**src/rtl/grf_scoreboard.sv**
```systemverilog
// grf_scoreboard: operand-availability scoreboard and D-stage stall controller.
// Each GPR has a 3-bit countdown holding the remaining Tnew of its youngest
// in-flight producer; a separate counter tracks the multiply/divide busy window.
module grf_scoreboard #(
    parameter int MULT_CYC = 5,
    parameter int DIV_CYC  = 10,
    parameter int MD_CNT_W = 4
) (
    input  logic        clk,
    input  logic        reset,
    input  logic        flush,
    input  logic        d_valid,
    input  logic [4:0]  d_rs,
    input  logic [4:0]  d_rt,
    input  logic [1:0]  d_rs_tuse,
    input  logic [1:0]  d_rt_tuse,
    input  logic [4:0]  d_wa,
    input  logic [2:0]  d_tnew,
    input  logic [1:0]  d_md_op,
    output logic        stall,
    output logic        issue,
    output logic        md_busy,
    output logic [31:0] pend_mask
);

    typedef enum logic [1:0] {
        MD_NONE = 2'd0,
        MD_MULT = 2'd1,
        MD_DIV  = 2'd2,
        MD_HILO = 2'd3
    } md_op_e;

    localparam logic [1:0] TUSE_NOT_READ = 2'd3;

    // cnt[0] is never loaded (writes to $0 are ignored) and resets to zero
    logic [2:0]          cnt [32];
    logic [MD_CNT_W-1:0] md_cnt;

    logic   rs_haz;
    logic   rt_haz;
    logic   md_haz;
    logic   reg_load;
    md_op_e md_op;

    assign md_op = md_op_e'(d_md_op);

    // Hazard detection from registered counters and current D-stage operands
    always_comb begin
        rs_haz = (d_rs != 5'd0) && (d_rs_tuse != TUSE_NOT_READ) &&
                 (cnt[d_rs] > {1'b0, d_rs_tuse});
        rt_haz = (d_rt != 5'd0) && (d_rt_tuse != TUSE_NOT_READ) &&
                 (cnt[d_rt] > {1'b0, d_rt_tuse});
        md_haz = (md_op != MD_NONE) && (md_cnt != '0);
    end

    // Stall/issue decision; zero latency from D inputs
    always_comb begin
        stall    = d_valid && (rs_haz || rt_haz || md_haz);
        issue    = d_valid && !stall && !flush;
        reg_load = issue && (d_wa != 5'd0) && (d_tnew != 3'd0);
    end

    // Per-register countdown; a new producer's load overrides the decrement (WAW)
    always_ff @(posedge clk) begin
        cnt[0] <= '0;
        for (int unsigned i = 1; i < 32; i++) begin
            if (reset || flush) begin
                cnt[i] <= '0;
            end else if (reg_load && (d_wa == 5'(i))) begin
                cnt[i] <= d_tnew;
            end else if (cnt[i] != '0) begin
                cnt[i] <= cnt[i] - 3'd1;
            end
        end
    end

    // MDU busy countdown; flush lets an already-started operation finish
    always_ff @(posedge clk) begin
        if (reset) begin
            md_cnt <= '0;
        end else if (issue && (md_op == MD_MULT)) begin
            md_cnt <= MD_CNT_W'(MULT_CYC);
        end else if (issue && (md_op == MD_DIV)) begin
            md_cnt <= MD_CNT_W'(DIV_CYC);
        end else if (md_cnt != '0) begin
            md_cnt <= md_cnt - 1'b1;
        end
    end

    // Debug view of which registers have a pending producer
    always_comb begin
        pend_mask = '0;
        for (int unsigned i = 1; i < 32; i++) begin
            pend_mask[i] = (cnt[i] != '0);
        end
        md_busy = (md_cnt != '0);
    end

endmodule

```
**config.mk**
```make
export PLATFORM = sky130hd
export DESIGN_NAME = grf_scoreboard
export DESIGN_NICKNAME = d
export VERILOG_FILES = /design/src/rtl/grf_scoreboard.sv
export SDC_FILE = /design/constraint.sdc
export NUM_CORES = 1
export LEC_CHECK = 0
export BUFFER_PORTS_ARGS = -buffer_cell sky130_fd_sc_hd__buf_2
export CORE_MARGIN = 2
export CORE_UTILIZATION = 60
export CTS_BUF_LIST = sky130_fd_sc_hd__clkbuf_4 sky130_fd_sc_hd__clkbuf_8 sky130_fd_sc_hd__clkbuf_16
export CTS_CLUSTER_SIZE = 20
export DETAILED_ROUTE_END_ITERATION = 10
export PLACE_DENSITY_LB_ADDON = 0.05
export RECOVER_POWER = 100
export REMOVE_ABC_BUFFERS = 1
export SYNTH_ARGS = -nofsm -noshare
export SYNTH_HDL_FRONTEND = slang
export SYNTH_SLANG_ARGS = --single-unit
```
**constraint.sdc**
```tcl
create_clock -name clk -period 12.5 [get_ports clk]
set_input_delay 0.625 -clock clk [delete_from_list [all_inputs] [get_ports clk]]
set_output_delay 0.625 -clock clk [all_outputs]
set_load 0.05 [all_outputs]
```
======== Word level (Yosys, flattened, before mapping) ========
Memory sizes are Yosys's and may differ from the RTL's.
Index checks and enable logic that the tools add are counted.
word-level totals
  output and inout bits ................... 35
  bits of input ports ..................... 28
  logic and storage cells ................. 506
  memories ................................ 1
  memory bits (writable) .................. 96
  register bits ........................... 4
memories
  memory  words  width  read ports  clocked after memory_dff  wr ports  RTL line  source
  cnt     32     3      33          0                         32        36        logic [2:0] cnt [32];
operators by class
  order comparisons ....................... 2
  add/subtract/negate cells ............... 32
  reduce and logical (&&, ||, !) cells .... 88
  equality and inequality tests ........... 35
  muxes and demuxes ....................... 284
  bitwise logic cells ..................... 62
operators by type and width
  kind                                                                   count
  1-bit 2-to-1 mux                                                       219
  3-bit 2-to-1 mux                                                       63
  3-bit nonzero test                                                     33
  3-bit by 1-bit subtractor with 3-bit output, second input constant     31
  5-bit equality test, second input constant                             16
  1-bit OR                                                               62
  1-bit logical AND                                                      43
  5-bit by 4-bit equality test with 1-bit output, second input constant  8
  5-bit by 3-bit equality test with 1-bit output, second input constant  4
  5-bit nonzero test                                                     3
  5-bit by 2-bit equality test with 1-bit output, second input constant  2
  4-bit 2-to-1 mux                                                       2
  3-bit by 2-bit > comparator with 1-bit output                          2
  5-bit by 1-bit equality test with 1-bit output, second input constant  1
  2-bit != test, second input constant                                   2
  2-bit nonzero test                                                     2
  4-bit nonzero test                                                     1
  4-bit by 1-bit subtractor with 4-bit output, second input constant     1
  1-bit logical OR                                                       3
  2-bit by 1-bit equality test with 1-bit output, second input constant  1
  2-bit equality test, second input constant                             1
  1-bit zero test                                                        2
  2-bit OR reduction                                                     1

======== Logic depth before layout (Yosys ltp) ========
Gate-level depths: netlist (run 1).
  depth in word-level cells ............... 17
  mapped depth ............................ 18

======== Least setup slack after synthesis (run 1) ========
No wires, ideal clock.
  path type ............................... input to output
  start point ............................. input port d_rt[0]
  end point ............................... output port stall
  path buffers ............................ 3
  stages .................................. 12
  arrival time ............................ 4.313 ns
  path slack .............................. 7.562 ns
  data required time ...................... 11.875 ns
  cell sequence ........................... buf_2 buf_1 clkbuf_1 mux4_2 mux4_2 mux2_2 ha_1 nor2b_1 o21ai_0 o31ai_1 nand3_1 a31oi_1
between the ends
  word-level cells in the longest chain between the ends .. 6
RTL lines
  item                                                                                       RTL line  source
  from (decl)                                                                                14        input logic [4:0] d_rt,
  memory 32 x 3 bit / 5-bit nonzero test (equally long branches)                             -
  3-bit by 2-bit > comparator with 1-bit output / 1-bit logical AND (equally long branches)  52, 51
  1-bit logical AND (*)                                                                      51        rt_haz = (d_rt != 5'd0) && (d_rt_tuse != TUSE_NOT_READ) &&
  1-bit logical OR (*) (2 in series)                                                         58        stall = d_valid && (rs_haz || rt_haz || md_haz);
  1-bit logical AND (*)                                                                      58
  to (decl)                                                                                  20        output logic stall,
Every way passes the cells marked *; elsewhere a longest branch is shown, timed or not.

======== Worst setup path after layout (run 1) ========
  start point ............................. input port d_rs[1]
  end point ............................... output port issue
between the ends
  word-level cells in the longest chain between the ends .. 9
RTL lines
  item                                                                                       RTL line  source
  from (decl)                                                                                13        input logic [4:0] d_rs,
  memory 32 x 3 bit / 5-bit nonzero test (equally long branches)                             -
  3-bit by 2-bit > comparator with 1-bit output / 1-bit logical AND (equally long branches)  50, 49
  1-bit logical AND (*)                                                                      49        rs_haz = (d_rs != 5'd0) && (d_rs_tuse != TUSE_NOT_READ) &&
  1-bit logical OR (*) (2 in series)                                                         58
  1-bit logical AND (*)                                                                      58
  1-bit zero test (*)                                                                        59        issue = d_valid && !stall && !flush;
  1-bit logical AND (*) (2 in series)                                                        59
  to (decl)                                                                                  21        output logic issue,
Marked as above.

==> impl_results.md, run 1 <==
* Post-CTS sizing at 0
* Clk buf depth at 2
* Area Growth Syn to Fin at 5.81%
* Hold path depth at 2
* Area contributors post-synth: edfxtp_1 (32%), mux2_2 (11%), mux4_2 (11%)
* Fraction of the yosys area taken by sequential cells at 0.331
* Hpwl dp at 16000 um
* Max-slew headroom at -0.165
* CTS sink count at 97
* Setup TNS at 0 ns
* Total setup buffers inserted after CTS at 0
* Minimum clock period at 6.86 ns
* Met1 Usage GRT at 0.362
* Detail Route Antenna Nets at 0
* Crit end category: primary output
* CP Data Arrival Time at 6.24 ns
* Post-synth EDFFs at 93
* GR peak layer: met2
* Clock Latency Late Sink at 0.35 ns
* GR Layer Usage met3 at 0.0374
* Synth top area share at 0.322
* CTS tree: done
* Final instance area at 9180 sq um
* Synth area leader: edfxtp_1
* Starting density of the core at 0.620
* CTS H-Tree Depth at 3
* CP Launch Type: input port
* CP Max Fanout at 28
* Die Width at 124 um
* GP Congestion at 0.926
* Top Family by Delay on Critical Path: buffers and inverters
* PortBufs at 61
* Power per cell area at 206 nW/um^2
* Worst-path cell chain: clkbuf_1, mux4_2, mux4_2, mux2_2, ha_1, nor2b_1, o21ai_0, o22ai_1, a221oi_1, and4_1, clkbuf_1, clkbuf_1
* Mapped Cells at 832
* Worst min-delay path class: input port to register
* Vias at 6512
* Total die area at 15400 sq um
* Syn Area/Cell at 10.4 sq um
* Via density at 6.18
* Bufs and invs on worst path at 3
* Final layout net count at 960
* Row cnt at 43
* Critical Path RT at 11.88 ns
* Max Clk Rate at 146 MHz
* Placed cell area at 9020 sq um
* Worst setup path class: input port to primary output
* Die H at 124 um
* Initial antenna violation count at 3
* Place WS at 7.13 ns
* Clock Skews at 0.00552 ns
* CORE AREA at 14000 sq um
* CP peak stage delay at 1.23 ns
* Status: complete, but fails checks
* Ys flop type: edfxtp_1
* Final core occ at 0.656
* Measured slew at the worst slew-check pin at 1.75 ns
* Dpl cells at 1034
* Largest net degree at the start of global routing at 57
* P_leak at 3.89 nW
* Cell mode on critical path: clkbuf_1
* CTS Buf Count at 9
* FF+latch count, synth at 97
* Global router's overall resource usage at 0.288
* Slew Limit Fails at 29
* Finished Layout Cells at 1054
* Final setup fails at 0
* Failing checks: max-capacitance violations, max-slew violations
* Final worst-path cycle share at 0.549
* DRT Pass-1 Iters at 7
* Ports at 63
* Clock transition at the registers of the reported paths at 0.07 ns
* CTS Hold Bufs at 0
* Drt total wl at 21800 um
* Hold Crit Start: reset
* RSZ-0062 raised after global routing: no
* Iter 0 DRT Violations at 618
* Cell with the most instances after synthesis: nor2_1
* Reg-to-reg critical path endpoint: cnt[20][1]
* R2r worst-path depth at 12
* Post-synth cell types at 53
* Hold EP: md_cnt[2]
* List of most frequent post-synthesis cells: nor2_1 (110), edfxtp_1 (93), mux2_2 (88), nand2_1 (86), inv_1 (71)
* Area of the mapped netlist at 8680 sq um
* Total gr overflow at 0
* Met2 GRT Util at 0.505
* Vias in the first global route at 6772
* WL/cell at 20.7 um
* Reg2Reg Launch Point: cnt[3][1]
* Syn. warnings at 0
* Global-route wire length before repair at 35200 um
* Final worst slack at 5.64 ns
* Worst reg-to-reg setup slack at 7.29 ns
* Max-cap violations at 1
* Share of cells above drive strength 1 at 0.207
* Ys async rst share at 0
* Peak supply drop at 0.125 mV
* CTS root buf: clkbuf_16
* Final count of hold timing violations at 0
* Residual DRC at 0
* Max stage delay cell, worst path: clkbuf_1
## kinds of logic after synthesis
logic type,count (synthesis),synth area share
other,1,0.000432
buffers and inverters,114,0.0572
adders and majority gates,67,0.0966
muxes,186,0.290
and+or+nand+nor,325,0.190
xor gates and xnor gates,1,0.00101
DFF,97,0.331
AOI/OAI and AO/OA,41,0.0333
## flip-flops by register name, summed over array words and instances (netlist names)
| name | count |
|---|---|
| cnt | 93 |
| md_cnt | 4 |
## report_power, final
group          switching [mW]  internal, mW
sequential              0.121         0.492
combinational           0.619         0.359
clock                   0.125         0.180
## how the worst max path moves through the flow
stage | from | end | slack [ns] | depth (start not counted)
after global routing | d_rs[1] | issue | 5.25 | 12
after floorplan | d_rs[0] | cnt[4][0] | 7.68 | 11
after global placement | d_rs[0] | issue | 7.17 | 12
after detailed placement | d_rs[1] | issue | 7.13 | 12
after CTS | d_rs[0] | issue | 7.10 | 12
final | d_rs[1] | issue | 5.64 | 12
## per-stage QoR
| stage | hold slack, ns | power [mW] |
|---|---|---|
| floorplan | 0.527 | 1.35 |
| global placement | 0.552 | 1.57 |
| CTS | 0.525 | 1.92 |
| finish | 0.527 | 1.90 |
| global route | 0.545 | 2.02 |
| detailed placement | 0.582 | 1.61 |
## layer usage
layer  share of wire  vias to the layer above  wire length [um]
met5               0                        -                 0
met3           0.054                       39              1190
li1                -                     3038                 -
met1            0.40                     3220              8810
met2            0.51                      215             11200
met4           0.032                        0               699
## final cells by class
| class | count | area [sq um] |
|---|---|---|
| antenna | 4 | 10.0 |
| tap | 180 | 225 |
| inverter | 71 | 267 |
| timing repair buffer | 65 | 288 |
| sequential | 97 | 2870 |
| clock inverter | 5 | 80.1 |
| clock buffer | 11 | 240 |
| multi-input combinational | 621 | 5200 |
| fill | 1159 | 4810 |
## cells in the final DEF (no fill, tap or decap), types with 20 or more instances in the layout
cell and count:
and3_1 20, buf_2 26, clkbuf_1 36, edfxtp_1 93, ha_1 67, inv_1 71, mux2_2 88, mux2i_1 48
mux4_2 43, nand2_1 85, nand2b_1 35, nor2_1 109, or3_1 20
No activity file was read; power rests on OpenSTA's default activity.
==> run 2: changes to the inputs <==
- ABC_AREA: default -> 1
- CORE_UTILIZATION: 60 -> 56
- clock period: 12.5 -> 6 ns (I/O delays scaled with it)
==> run 2 against run 1 <==
Compared with the run above: the flow now finishes without violations; routed wire length increased by 16%; non-clock buffer count up 4; area after synthesis about the same; global-route usage grew 2.6 points; register-to-register slack got worse by 5.4 ns; critical path depth rose by 6; cell count rose by 35%; clock power grew 100%; critical path type is now input port to register; largest cell class unchanged; highest routed layer unchanged.
==> impl_results.md, run 2 <==
* Status: finished clean
* Top Family by Delay on Critical Path: buffers and inverters
* DRT Pass-1 Iters at 6
* CTS root buf: clkbuf_16
* Die H at 129 um
* Final layout net count at 1327
* Power per cell area at 389 nW/um^2
* Cell with the most instances after synthesis: nand2_1
* Total setup buffers inserted after CTS at 0
* Total gr overflow at 0
* Final setup fails at 0
* Final core occ at 0.602
* Max stage delay cell, worst path: clkbuf_1
* Measured slew at the worst slew-check pin at 0.848 ns
* Bufs and invs on worst path at 5
* Area of the mapped netlist at 8680 sq um
* Fill cells at 1467
* Row cnt at 45
* Final count of hold timing violations at 0
* Biggest regs: cnt: 93 flops, md_cnt: 4 flops
* CTS Hold Bufs at 0
* Place WS at 1.44 ns
* Post-synthesis mux area share at 0
* Global router's overall resource usage at 0.314
* CP Max Fanout at 27
* CTS Buf Count at 9
* Worst setup path class: input port to register
* Die Width at 129 um
* Total die area at 16500 sq um
* Synth area leader: edfxtp_1
* Drt total wl at 25400 um
* Max reg flops at 93
* CTS sink count at 97
* GP Congestion at 0.972
* Initial antenna violation count at 2
* Vias in the first global route at 7455
* Ports at 63
* Max Clk Rate at 217 MHz
* Final worst-path cycle share at 0.767
* Post-synthesis compound-gate area fraction at 0.123
* Worst min-delay path class: input port to register
* Vias at 8230
* PortBufs at 61
* Commonest non-fill, non-tap cell in the layout: nand2_1
* Area contributors post-synth: edfxtp_1 (32%), nand2_1 (14%), ha_1 (9.7%)
* Clock Latency Late Sink at 0.36 ns
* Iter 0 DRT Violations at 909
* FF+latch count, synth at 97
* Final instance area at 9150 sq um
* Syn Area/Cell at 7.22 sq um
* Post-synth EDFFs at 93
* CP peak stage delay at 0.52 ns
* Global-route wire length before repair at 39800 um
* Post-CTS sizing at 0
* CORE AREA at 15200 sq um
* Max-slew headroom at 0.435
* Max-cap violations at 0
* WL/cell at 17.8 um
* CP Launch Type: input port
* CTS H-Tree Depth at 3
* Via density at 5.77
* Hpwl dp at 18800 um
* Ys async rst share at 0
* Setup TNS at 0 ns
* CTS tree: done
* Largest net degree at the start of global routing at 55
* Min Hold Slack at 0.156 ns
* Clk buf depth at 2
* Main combinational cell family by area after synthesis: simple AND/OR/NAND/NOR gates
* Post-synth cell types at 40
* Ys flop type: edfxtp_1
* Final worst slack at 1.40 ns
* P_leak at 4.03 nW
* Slew Limit Fails at 0
* Area Growth Syn to Fin at 5.32%
* Clock transition at the registers of the reported paths at 0.07 ns
* Top reg by flops: cnt
* Crit end category: register
* Fraction of the yosys area taken by sequential cells at 0.331
* Starting density of the core at 0.571
* CP Data Arrival Time at 4.66 ns
* Peak supply drop at 0.187 mV
* Adder-Cell Fraction of Synth Area at 0.0965
* Minimum clock period at 4.60 ns
* Detail Route Antenna Nets at 0
* Worst-path cell chain: buf_2, inv_4, nor2_4, clkinv_1, o221ai_1, o211ai_1, a32oi_1, ha_1, inv_1, nor2_1, o21ai_0, nand3_1, nand2_1, nand4_1, nor2_4, clkbuf_1, a21oi_1, nand3_1
* Post-synthesis xor/xnor area fraction at 0.0313
* Mapped Cells at 1203
* Placed cell area at 9010 sq um
* Synth Area in Simple Gates at 0.314
* Syn. warnings at 0
* RSZ-0062 raised after global routing: no
* Residual DRC at 0
* List of most frequent post-synthesis cells: nand2_1 (321), inv_1 (154), nand3_1 (146), edfxtp_1 (93), o21ai_0 (87)
* Clock Skews at 0.00827 ns
* Share of cells above drive strength 1 at 0.0752
* Synth top area share at 0.322
* Most frequent cells in the layout: nand2_1 (329), inv_1 (154), nand3_1 (152)
* Critical Path RT at 6.06 ns
run 2: cell count changes after synthesis, moves of 70 or more:
cell,change
a21oi_1,+70
mux2_2,-88
nand3_1,+141
nand2_1,+235
inv_1,+83
o21ai_0,+75
run 2: report_power, final:
part	switching (mW)	internal, mW	total, mW
combinational	1.35	0.453	1.80
sequential	0.150	0.992	1.14
clock	0.263	0.357	0.620
total	1.76	1.80	3.56
run 2: kinds of logic (layout without fill, tap and decap cells):
logic type,Yosys count,after routing
and+or+nand+nor,600,600
DFF,97,97
AOI/OAI and AO/OA,194,194
other,1,3
buffers and inverters,213,247
xor gates and xnor gates,31,31
adders and majority gates,67,67
run 2: layout make-up:
cell class / count / area [sq um] / area share
multi-input combinational: 893 / 4780 / 0.522
sequential: 97 / 2870 / 0.314
inverter: 162 / 611 / 0.0668
timing repair buffer: 69 / 328 / 0.0358
clock buffer: 12 / 267 / 0.0291
tap: 188 / 235 / 0.0257
clock inverter: 4 / 50.0 / 0.00547
antenna: 2 / 5.00 / 0.000547
run 2: stage by stage:
step | power [mW] | instances
global placement | 2.95 | 1409
CTS | 3.59 | 1425
finish | 3.56 | 1427
global route | 3.80 | 1427
detailed placement | 2.96 | 1409
floorplan | 2.47 | 1152
run 2: worst paths after layout:
check | end | cells past startpoint | start | slack, ns
worst max-delay path | cnt[17][1] | 18 | d_rt[0] | 1.40
worst min-delay path | md_cnt[2] | 2 | reset | 0.16
worst max register to register | cnt[17][1] | 15 | cnt[11][1] | 1.85
worst min register to register | md_cnt[2] | 2 | md_cnt[3] | 0.54
run 2: metal layers:
metal	part of all wire	wire, um	track usage	up-vias
li1	-	-	-	4028
met1	0.43	10800	0.436	3725
met3	0.089	2260	0.0399	65
met4	0.036	920	0.132	0
met2	0.45	11400	0.499	412
met5	0	0	0	-
==> run 3: changes to the inputs <==
- clock period: 6 -> 3.8 ns (I/O delays scaled with it)
==> run 3 against run 2 <==
Compared with the run above: die area unchanged; clock power increased by 57%; worst setup slack got worse by 1.0 ns; critical path depth down 2; worst hold slack got worse by 0.11 ns; largest power group unchanged; cell count up 1.1%; routed wire length grew 1.7%; combinational power is 59% higher; global-route usage is 0.63 points higher; total power increased by 58%; clock-buffer cell count fell by 2; highest routed layer unchanged.
==> impl_results.md, run 3 (synthesized netlist as in run 2, its figures left out) <==
* Status: finished clean
* Starting density of the core at 0.571
* Total gr overflow at 0
* CTS Buf Count at 9
* Clk buf depth at 2
* Pwr Total at 5.63 mW
* Vias at 8291
* Final instance area at 9370 sq um
* Drt total wl at 25900 um
* Total setup buffers inserted after CTS at 0
* Post-CTS sizing at 0
* Ports at 63
* Total die area at 16500 sq um
* Final setup fails at 0
* Clock transition at the registers of the reported paths at 0.07 ns
* DRT Pass-1 Iters at 6
* Final layout net count at 1345
* Peak supply drop at 0.393 mV
* P_leak at 4.24 nW
* CTS H-Tree Depth at 3
* Global router's overall resource usage at 0.321
* PortBufs at 61
* WL/cell at 17.9 um
* CTS root buf: clkbuf_16
* Max reg flops at 93
* Share of cells above drive strength 1 at 0.100
* Measured slew at the worst slew-check pin at 0.662 ns
* Max-cap violations at 0
* Die H at 129 um
* CTS sink count at 97
* Die Width at 129 um
* CTS tree: done
* Area Growth Syn to Fin at 7.90%
* Row cnt at 45
* Final core occ at 0.616
* Final worst-path cycle share at 0.905
* Min Hold Slack at 0.0448 ns
* Minimum clock period at 3.44 ns
* Biggest regs: cnt: 93 flops, md_cnt: 4 flops
* CTS Hold Bufs at 0
* Residual DRC at 0
* Commonest non-fill, non-tap cell in the layout: nand2_1
* Initial antenna violation count at 0
* Fill cells at 1483
* Via density at 5.75
* Worst setup path class: register to register
* Top reg by flops: cnt
* GP Congestion at 0.979
* Final worst slack at 0.362 ns
* RSZ-0062 raised after global routing: no
* Largest net degree at the start of global routing at 55
* Dpl cells at 1427
* Crit end category: register
* Final count of hold timing violations at 0
* Vias in the first global route at 7638
* Antenna cells at 0
* Iter 0 DRT Violations at 894
* Slew Limit Fails at 0
* CP Launch Type: register
* Max-slew headroom at 0.560
* Worst min-delay path class: input port to register
* Finished Layout Cells at 1443
* Power per cell area at 601 nW/um^2
* Max Clk Rate at 291 MHz
* Global-route wire length before repair at 40700 um
* Placed cell area at 9160 sq um
* CP Data Arrival Time at 3.53 ns
* Detail Route Antenna Nets at 0
* Clock Skews at 0.00901 ns
* Setup TNS at 0 ns
* Place WS at 0.167 ns
* Clock Latency Late Sink at 0.36 ns
* Hpwl dp at 19300 um
* Critical Path RT at 3.89 ns
* CORE AREA at 15200 sq um
* Most frequent cells in the layout: nand2_1 (323), inv_1 (154), nand3_1 (150)
* CP Max Fanout at 17
-- run 3: changes by cell type in the layout (fill, tap and decap cells not counted), moves of 3 or more --
cell / previous run / this run
nand2_1: 329 / 323
buf_4: 5 / 24
clkbuf_1: 36 / 33
nor2_1: 67 / 64
nor2_4: 6 / 9
nand2_4: 0 / 6
-- run 3: per-layer routing --
layer / wire [um] / global-route usage / up-vias
met3: 2090 / 0.0416 / 69
li1: - / - / 4070
met1: 11100 / 0.428 / 3751
met2: 11700 / 0.528 / 401
met5: 0 / 0 / -
met4: 949 / 0.136 / 0
-- run 3: path summary, 6_finish.rpt --
path | startpoint | slack, ns | to | depth (start not counted)
worst max register to register | cnt[11][1] | 0.36 | cnt[23][2] | 16
worst min register to register | md_cnt[3] | 0.52 | md_cnt[3] | 2
worst min-delay path | reset | 0.04 | md_cnt[0] | 2
worst max-delay path | cnt[11][1] | 0.36 | cnt[23][2] | 16
-- run 3: cell type report --
cell class | instances | area [sq um] | share of cell area
clock buffers | 10 | 239 | 0.0255
inverters | 162 | 611 | 0.0652
well taps | 188 | 235 | 0.0251
repair buffers | 87 | 484 | 0.0517
multi-input cells | 893 | 4860 | 0.519
clock inverters | 6 | 66.3 | 0.00708
flip-flops and latches | 97 | 2870 | 0.307
-- run 3: critical path, cell delays in order (launching register included) --
cell and delay [ns]:
edfxtp_1 0.44, inv_1 0.15, a21oi_1 0.09, o311ai_0 0.56, a31oi_1 0.19, ha_1 0.34, inv_1 0.06, nor2_1 0.03
o21ai_0 0.15, nand3_1 0.09, nand2_1 0.10, nand4_2 0.12, nor2_4 0.14, buf_4 0.29, nand2_4 0.09, nand3_1 0.14
nand3_1 0.15
-- run 3: power by group --
group / leakage (nW) / total [mW] / switching [mW] / internal (mW)
combinational: 3.00 / 2.86 / 2.12 / 0.733
clock: 0.153 / 0.971 / 0.440 / 0.532
sequential: 1.09 / 1.80 / 0.234 / 1.57
total: 4.24 / 5.63 / 2.80 / 2.83
